<file path="src/rtl/blinky_multi.sv">
// Multi-channel LED blinker: per-channel period, on-time and enable, set through a shadowed
// valid/ready config port. Optional breathe mode is built only when BLINKY_BREATHE_EN is defined.
module blinky_multi #(
  parameter int  CHANNELS   = 4,
  parameter int  CNT_W      = 28,
  parameter int  DEF_PERIOD = 125000000,
  parameter int  DEF_ON     = 12500000,
  localparam int CH_W       = (CHANNELS > 1) ? $clog2(CHANNELS) : 1
) (
  input  logic                clk,
  input  logic                rst_n,
  input  logic                cfg_valid,
  output logic                cfg_ready,
  input  logic [CH_W-1:0]     cfg_chan,
  input  logic [CNT_W-1:0]    cfg_period,
  input  logic [CNT_W-1:0]    cfg_on,
  input  logic                cfg_enable,
  input  logic                cfg_breathe,
  input  logic                sync_start,
  output logic [CHANNELS-1:0] led,
  output logic [CHANNELS-1:0] cycle_done
);

  localparam logic [CNT_W-1:0] CNT_ZERO  = {CNT_W{1'b0}};
  localparam logic [CNT_W-1:0] CNT_ONE   = CNT_W'(32'd1);
  localparam logic [CNT_W-1:0] RST_PER   = CNT_W'(DEF_PERIOD);
  localparam logic [CNT_W-1:0] RST_ON    = CNT_W'(DEF_ON);

  logic [CHANNELS-1:0] pend_all_s;

  // Ready reflects only the addressed channel; out-of-range channels are always writable.
  always_comb begin
    cfg_ready = 1'b1;
    for (int i = 0; i < CHANNELS; i++) begin
      cfg_ready = (cfg_chan == CH_W'(i)) ? ~pend_all_s[i] : cfg_ready;
    end
  end

`ifdef BLINKY_BREATHE_EN
  logic [7:0] pwm_cnt_q;
  logic [7:0] pwm_cnt_d;

  // Shared free-running PWM ramp for breathe brightness.
  always_comb begin
    pwm_cnt_d = pwm_cnt_q + 8'd1;
  end

  // PWM ramp register.
  always_ff @(posedge clk or negedge rst_n) begin
    if (!rst_n) begin
      pwm_cnt_q <= 8'd0;
    end else begin
      pwm_cnt_q <= pwm_cnt_d;
    end
  end
`else
  logic unused_breathe;
  assign unused_breathe = cfg_breathe;
`endif

  for (genvar g = 0; g < CHANNELS; g++) begin : g_ch
    logic [CNT_W-1:0] count_q, count_d;
    logic [CNT_W-1:0] period_q, period_d;
    logic [CNT_W-1:0] on_q, on_d;
    logic [CNT_W-1:0] sh_period_q, sh_period_d;
    logic [CNT_W-1:0] sh_on_q, sh_on_d;
    logic             en_q, en_d;
    logic             sh_en_q, sh_en_d;
    logic             pend_q, pend_d;
    logic             led_q, led_d;
    logic             done_q, done_d;
    logic [CNT_W-1:0] last_s;
    logic             wrap_s;
    logic             apply_s;
    logic             accept_s;
    logic             on_phase_s;

    // A zero period behaves as a one-cycle period, so the last count is 0.
    assign last_s     = (period_q == CNT_ZERO) ? CNT_ZERO : (period_q - CNT_ONE);
    assign wrap_s     = en_q && (count_q == last_s);
    assign apply_s    = pend_q && (wrap_s || !en_q || sync_start);
    assign accept_s   = cfg_valid && !pend_q && (cfg_chan == CH_W'(g));
    assign on_phase_s = en_q && (count_q < on_q);

`ifdef BLINKY_BREATHE_EN
    logic       brth_q, brth_d;
    logic       sh_brth_q, sh_brth_d;
    logic [7:0] lvl_q, lvl_d;
    logic       up_q, up_d;

    // Triangle brightness level, one step per wrap while breathing.
    always_comb begin
      lvl_d = lvl_q;
      up_d  = up_q;
      if (brth_q && wrap_s) begin
        if (up_q) begin
          if (lvl_q == 8'd255) begin
            lvl_d = 8'd254;
            up_d  = 1'b0;
          end else begin
            lvl_d = lvl_q + 8'd1;
          end
        end else begin
          if (lvl_q == 8'd0) begin
            lvl_d = 8'd1;
            up_d  = 1'b1;
          end else begin
            lvl_d = lvl_q - 8'd1;
          end
        end
      end else begin
        lvl_d = lvl_q;
      end
    end

    // Breathe bit follows the same shadow/apply path as the other settings.
    always_comb begin
      brth_d    = brth_q;
      sh_brth_d = sh_brth_q;
      if (apply_s) begin
        brth_d = sh_brth_q;
      end else if (accept_s) begin
        sh_brth_d = cfg_breathe;
      end else begin
        brth_d = brth_q;
      end
    end

    // Breathe state registers.
    always_ff @(posedge clk or negedge rst_n) begin
      if (!rst_n) begin
        brth_q    <= 1'b0;
        sh_brth_q <= 1'b0;
        lvl_q     <= 8'd0;
        up_q      <= 1'b1;
      end else begin
        brth_q    <= brth_d;
        sh_brth_q <= sh_brth_d;
        lvl_q     <= lvl_d;
        up_q      <= up_d;
      end
    end
`endif

    // Counter, shadow/apply handshake and registered outputs.
    always_comb begin
      count_d     = count_q;
      period_d    = period_q;
      on_d        = on_q;
      en_d        = en_q;
      sh_period_d = sh_period_q;
      sh_on_d     = sh_on_q;
      sh_en_d     = sh_en_q;
      pend_d      = pend_q;
      if (sync_start || !en_q || wrap_s) begin
        count_d = CNT_ZERO;
      end else begin
        count_d = count_q + CNT_ONE;
      end
      // apply needs pend set and accept needs it clear, so they never coincide.
      if (apply_s) begin
        period_d = sh_period_q;
        on_d     = sh_on_q;
        en_d     = sh_en_q;
        pend_d   = 1'b0;
      end else if (accept_s) begin
        sh_period_d = cfg_period;
        sh_on_d     = cfg_on;
        sh_en_d     = cfg_enable;
        pend_d      = 1'b1;
      end else begin
        pend_d = pend_q;
      end
`ifdef BLINKY_BREATHE_EN
      if (brth_q) begin
        led_d = on_phase_s && (pwm_cnt_q < lvl_q);
      end else begin
        led_d = on_phase_s;
      end
`else
      led_d = on_phase_s;
`endif
      done_d = wrap_s && !sync_start;
    end

    // Channel state registers.
    always_ff @(posedge clk or negedge rst_n) begin
      if (!rst_n) begin
        count_q     <= CNT_ZERO;
        period_q    <= RST_PER;
        on_q        <= RST_ON;
        en_q        <= 1'b1;
        sh_period_q <= RST_PER;
        sh_on_q     <= RST_ON;
        sh_en_q     <= 1'b1;
        pend_q      <= 1'b0;
        led_q       <= 1'b0;
        done_q      <= 1'b0;
      end else begin
        count_q     <= count_d;
        period_q    <= period_d;
        on_q        <= on_d;
        en_q        <= en_d;
        sh_period_q <= sh_period_d;
        sh_on_q     <= sh_on_d;
        sh_en_q     <= sh_en_d;
        pend_q      <= pend_d;
        led_q       <= led_d;
        done_q      <= done_d;
      end
    end

    assign pend_all_s[g] = pend_q;
    assign led[g]        = led_q;
    assign cycle_done[g] = done_q;
  end

endmodule

</file>
<file path="config.mk">
export PLATFORM = sky130hd
export DESIGN_NAME = blinky_multi
export DESIGN_NICKNAME = d
export VERILOG_FILES = /design/src/rtl/blinky_multi.sv
export SDC_FILE = /design/constraint.sdc
export NUM_CORES = 1
export LEC_CHECK = 0
export ABC_AREA = 1
export ABC_CLOCK_PERIOD_IN_PS = 3090
export CORE_ASPECT_RATIO = 0.5
export CORE_MARGIN = 10
export CORE_UTILIZATION = 63
export DETAILED_ROUTE_END_ITERATION = 6
export GPL_ROUTABILITY_DRIVEN = 1
export PLACE_DENSITY = 0.81
export SETUP_SLACK_MARGIN = 0.1
export SYNTH_ARGS = -nofsm -noshare
export SYNTH_HDL_FRONTEND = slang
export SYNTH_SLANG_ARGS = --single-unit
</file>
<file path="constraint.sdc">
create_clock -name clk -period 3.09 [get_ports clk]
set_input_delay 0.309 -clock clk [delete_from_list [all_inputs] [get_ports clk]]
set_output_delay 0.309 -clock clk [all_outputs]
set_load 0.02 [all_outputs]
</file>
After elaboration in Yosys (flattened, before gate mapping)
Cells that the tools add are included.

storage, ports and cells
  bits in registers = 580
  output and inout port bits = 9
  bits of input ports = 64

cells by class
  $add $sub $neg = 8
  bitwise logic cells = 8
  muxes and demuxes = 20
  order comparisons = 4
  reductions and logical operators = 62
  equality and inequality tests = 7

operators with widths
  cell                                                  number
  two-way mux 28 bit                                    8
  adder 28 x 1 -> 28 bit (second input constant)        4
  equality test 28 bit                                  4
  logical NOT 28 bit                                    4
  < comparator 28 bit                                   4
  subtractor 28 x 1 -> 28 bit (second input constant)   4
  logical AND 1 bit                                     24
  logical OR 1 bit                                      16
  two-way mux 1 bit                                     12
  logical NOT 1 bit                                     9
  NOT 1 bit                                             8
  AND reduction 2 bit                                   4
  nonzero test 2 bit                                    4
  equality test 2 bit (second input constant)           2
  equality test 2 x 1 -> 1 bit (second input constant)  1
  logical NOT 2 bit                                     1

Longest topological paths before layout
  depth after elaboration = 9
  gate-level depth with buffers = 23
  gate-level depth less buffers = 20

Least setup slack after synthesis
OpenSTA, ideal clock, no wires.

  kind = reg-to-reg
  from = register g_ch[2].period_q[0]
  to = register g_ch[2].period_q[7]
  library setup time = 117 ps
  required time = 2973 ps
  period minus slack after synthesis = 2613 ps
  arrival time = 2496 ps
  path slack = 477 ps
  buffers on the path = 4
  stages on the path, launching flop included = 21
  cell sequence = dfrtp_1 > inv_1 > ha_1 > buf_2 > nand2_1 > inv_2 > nand2_1 > nor2_1 > nand2_1 > clkbuf_1 > nand4_1 > a21oi_1 > nand3b_1 > nor2_1 > nand3_1 > nand2_2 > nand2_1 > buf_4 > buf_6 > nand2_1 > nand2_1

on the way
  word-level cells in the longest chain between the ends = 7
  elaborated cells on any way between the ends = 8
  those cells by class = add/sub: 1; eq/ne: 1; mux: 1; reduce/logical: 5

ends and longest elaborated chain
  item                                                                      line  source
  from (decl)                                                               63    logic [CNT_W-1:0] period_q, period_d;
  from (signal assigned)                                                    201   period_q <= period_d;
  subtractor 28 x 1 -> 28 bit / logical NOT 28 bit (equally long branches)  79    assign last_s = (period_q == CNT_ZERO) ? CNT_ZERO : (period_q - CNT_ONE);
  two-way mux 28 bit (*)                                                    79
  equality test 28 bit (*)                                                  80    assign wrap_s = en_q && (count_q == last_s);
  logical AND 1 bit (*)                                                     80
  logical OR 1 bit (*) (2 in a row)                                         81    assign apply_s = pend_q && (wrap_s || !en_q || sync_start);
  logical AND 1 bit (*)                                                     81

Every way passes the cells marked *; elsewhere a longest branch is shown, timed or not.
A chain may end at the register's enable or synchronous reset.

Worst setup path in the final report
  from = register g_ch[2].period_q[0]
  to = register g_ch[2].period_q[17]

The elaborated chain is that of the path after synthesis.

==> flow_metrics.tcl <==
set metrics [dict create \
    status "complete, but fails checks" \
    violations "design-rule violations" \
    drc 3 \
    dp.cells 4901 \
    fin_util_pct 73.72 \
    cts_tree "done" \
    yosysUniqueCellTypes 43 \
    ys_seq_area_share_pct 46.50 \
    syn_area_sq_um 31780 \
    avgSynthCellArea_sq_um 7.609 \
    clock_latency_ns 0.61 \
    area_growth_pct 16.17 \
    final_cell_mix "nand2_1 (1,273), inv_1 (440), nand3_1 (432)" \
    rsz0062_at_grt "true" \
    relSlewSlack_pct 35.40 \
    ios 73 \
    critPathMaxFanout 31 \
    fin_skew_ns 0.01774 \
    die_h_um 178.8 \
    dp_hpwl_um 73900 \
    cp.required_ns 3.63 \
    maxSlewViolCount 0 \
    cp-end-kind "flop" \
    worst_slew_pin_slew_ns 0.9690 \
    antenna_found_initial 3 \
    p_sw_share_pct 40.97 \
    grt_max_degree 116 \
    ant_nets 0 \
    num_vias 29880 \
    power.leakage_uw 0.01801 \
    p_sw_uw 13430 \
    cts-root-buf "clkbuf_16" \
    drv.max_cap_violation_count 0 \
    core_area_sq_um 50070 \
    cts_buffer_depth 3 \
    cts_max_level 2 \
    grt_pass1_vias 27030 \
    finalHoldViolations 0 \
    hp-class "primary input to asynchronous set/reset pin" \
    period_share_pct 94.24 \
    routed_wl_um 106600 \
    intPower_uw 19350 \
    synth_edf_count 0 \
    rows 58 \
    power_frac_clock_pct 21.4 \
    dieArea_sq_um 60370 \
    worst_setup_path_start_kind "flop" \
    cp_data_arrival_time_ns 3.46 \
    combPwrFrac_pct 40.6 \
    async_flop_share_pct 100.0 \
    drt-vias-per-instance 5.931 \
    yosysWarningCount 0 \
    start_util_pct 63.46 \
    fin_nets 4515 \
    cts_made_buffers 50 \
    grt_pass1_wl_um 158000 \
    setup_violations 0 \
    layout_commonest_cell "nand2_1" \
    critical_path_class "flop to flop" \
    overflow 0 \
    fmax_mhz 343.4 \
    gp_congestion 0.9497 \
    fin_crit_ns 2.912 \
    cts.clk_slew.worst_paths_ns 0.07 \
    port_buffers 71 \
    instances_no_fill 5039 \
    postSynthCellCount 4176 \
    p_seq_share_pct 37.9 \
    drt-initial-drc-count 4205 \
    cts.sinks 580 \
    grt_usage_pct 33.95 \
    post_drt_wl_per_cell_um 21.15 \
    dieWidth_um 337.6 \
    ir_worst_vdd_mv 0.5360 \
    p_per_area_nw_per_um2 888.1 \
    dr.pass1.iters 7 \
    ys_seq_elements 580 \
    synth_nets 4356 \
    synthFlopType "dfrtp_1" \
    layout-drive-gt1-share_pct 14.55 \
]
## cells in the mapped netlist (20+ instances only)
| library cell | instances | share of area [%] |
|---|---|---|
| nor3_1 | 65 | 1.0 |
| nand2_1 | 1289 | 15 |
| nand3_1 | 442 | 7.0 |
| nor2_1 | 410 | 4.8 |
| buf_2 | 39 | 0.61 |
| a21oi_1 | 83 | 1.3 |
| buf_4 | 20 | 0.47 |
| ha_1 | 116 | 4.6 |
| xor2_1 | 82 | 2.3 |
| inv_1 | 447 | 5.3 |
| nand4_1 | 107 | 2.1 |
| dfrtp_1 | 372 | 29 |
| buf_6 | 21 | 0.74 |
| clkbuf_1 | 79 | 0.93 |
| o21ai_0 | 270 | 4.3 |
| dfstp_2 | 208 | 17 |
## metrics by stage
| stage | setup TNS, ns | worst slack [ns] | hold slack, ns | area, sq um | total power [uW] |
|---|---|---|---|---|---|
| 2_1_floorplan | 0 | 0.4774 | 0.01341 | 31780 | 19760 |
| 3_3_place_gp | 0 | 0.05870 | 0.3908 | 33890 | 23600 |
| 3_5_place_dp | -0.009794 | -0.008372 | 0.4029 | 33890 | 24030 |
| 4_1_cts | 0 | 0.05571 | 0.3617 | 35880 | 31240 |
| 5_1_grt | -0.02024 | -0.01708 | 0.3755 | 36910 | 34780 |
| 6_report | 0 | 0.1780 | 0.3383 | 36910 | 32780 |
## metal layers
| layer | up-vias | track usage [%] | share of wire, % |
|---|---|---|---|
| met1 | 14240 | 50.84 | 43 |
| met4 | 6 | 11.18 | 3.9 |
| met3 | 227 | 8.793 | 12 |
| met5 | - | 0 | 0.038 |
| li1 | 13750 | - | - |
| met2 | 1661 | 47.06 | 40 |
## critical path: stages, from the launching register on
cell and delay (ns):
dfrtp_1 0.42, inv_2 0.11, ha_4 0.17, nand2_1 0.10, inv_2 0.09, nand2_1 0.05
nor2_1 0.11, nand2_1 0.11, buf_12 0.18, nand2_1 0.07, nand2_1 0.05, nand2_1 0.05
nand3_1 0.11, nor2_1 0.12, nand3_1 0.10, nor2_2 0.13, nand3_2 0.15, nand2_4 0.16
buf_12 0.15, buf_4 0.15, nand3_1 0.13, nand2_1 0.12
## power groups by stage
| stage | clock (uW) | sequential, uW | combinational [uW] |
|---|---|---|---|
| 2_1_floorplan | 0 | 11800 | 7960 |
| 3_3_place_gp | 0 | 12200 | 11400 |
| 3_5_place_dp | 0 | 12300 | 11800 |
| 4_1_cts | 7040 | 12200 | 12000 |
| 5_1_grt | 7370 | 12600 | 14800 |
| 6_report | 7030 | 12400 | 13300 |
## area by class of cell
class                           instances  area [sq um]
Multi-Input combinational cell       2985         14960
Sequential cell                       580         14790
Fill cell                            3797         13160
Timing Repair Buffer                  265          2804
Inverter                              453          1710
Clock buffer                           63          1435
Tap cell                              660         825.8
Clock inverter                         31         379.1
Antenna cell                            2         5.005
## cells by family (layout without fill, tap and decap cells)
logic type / after synthesis / after routing / share of synthesized area [%]
xor+xnor: 91 / 91 / 2.508
buf+inv: 613 / 812 / 8.127
other cells: 0 / 2 / 0
simple gates: 2369 / 2371 / 31.47
compound gates: 407 / 407 / 6.832
flops: 580 / 580 / 46.50
fa+ha+maj: 116 / 116 / 4.568
## sequential cells by signal, summed over array words and instances, names as in the netlist
register / count
g_ch.sh_en_q: 4
g_ch.led_q: 4
g_ch.on_q: 112
g_ch.count_q: 112
g_ch.en_q: 4
g_ch.sh_on_q: 112
g_ch.done_q: 4
g_ch.period_q: 112
g_ch.sh_period_q: 112
g_ch.pend_q: 4
## worst paths after layout
check	from	end	slack (ns)	depth (start not counted)
setup / recovery	g_ch[2].period_q[0]	g_ch[2].period_q[17]	0.18	21
hold / removal	rst_n	g_ch[3].on_q[27]	0.34	2
setup reg to reg	g_ch[2].period_q[0]	g_ch[2].period_q[17]	0.18	21
hold reg to reg	g_ch[2].on_q[18]	g_ch[2].on_q[18]	0.46	2
max in group asynchronous	rst_n	g_ch[2].period_q[12]	1.73	3
min in group clk	cfg_on[6]	g_ch[0].sh_on_q[6]	0.45	3
## what timing repair did
action	CTS	global route
gates cloned	4	16
pin swaps	2	22
gates resized for setup	18	143
hold buffers	1	0
hold endpoints to repair	40	0
setup endpoints to repair	309	342
buffers inserted	0	21
(Power assumes the default switching activity.)
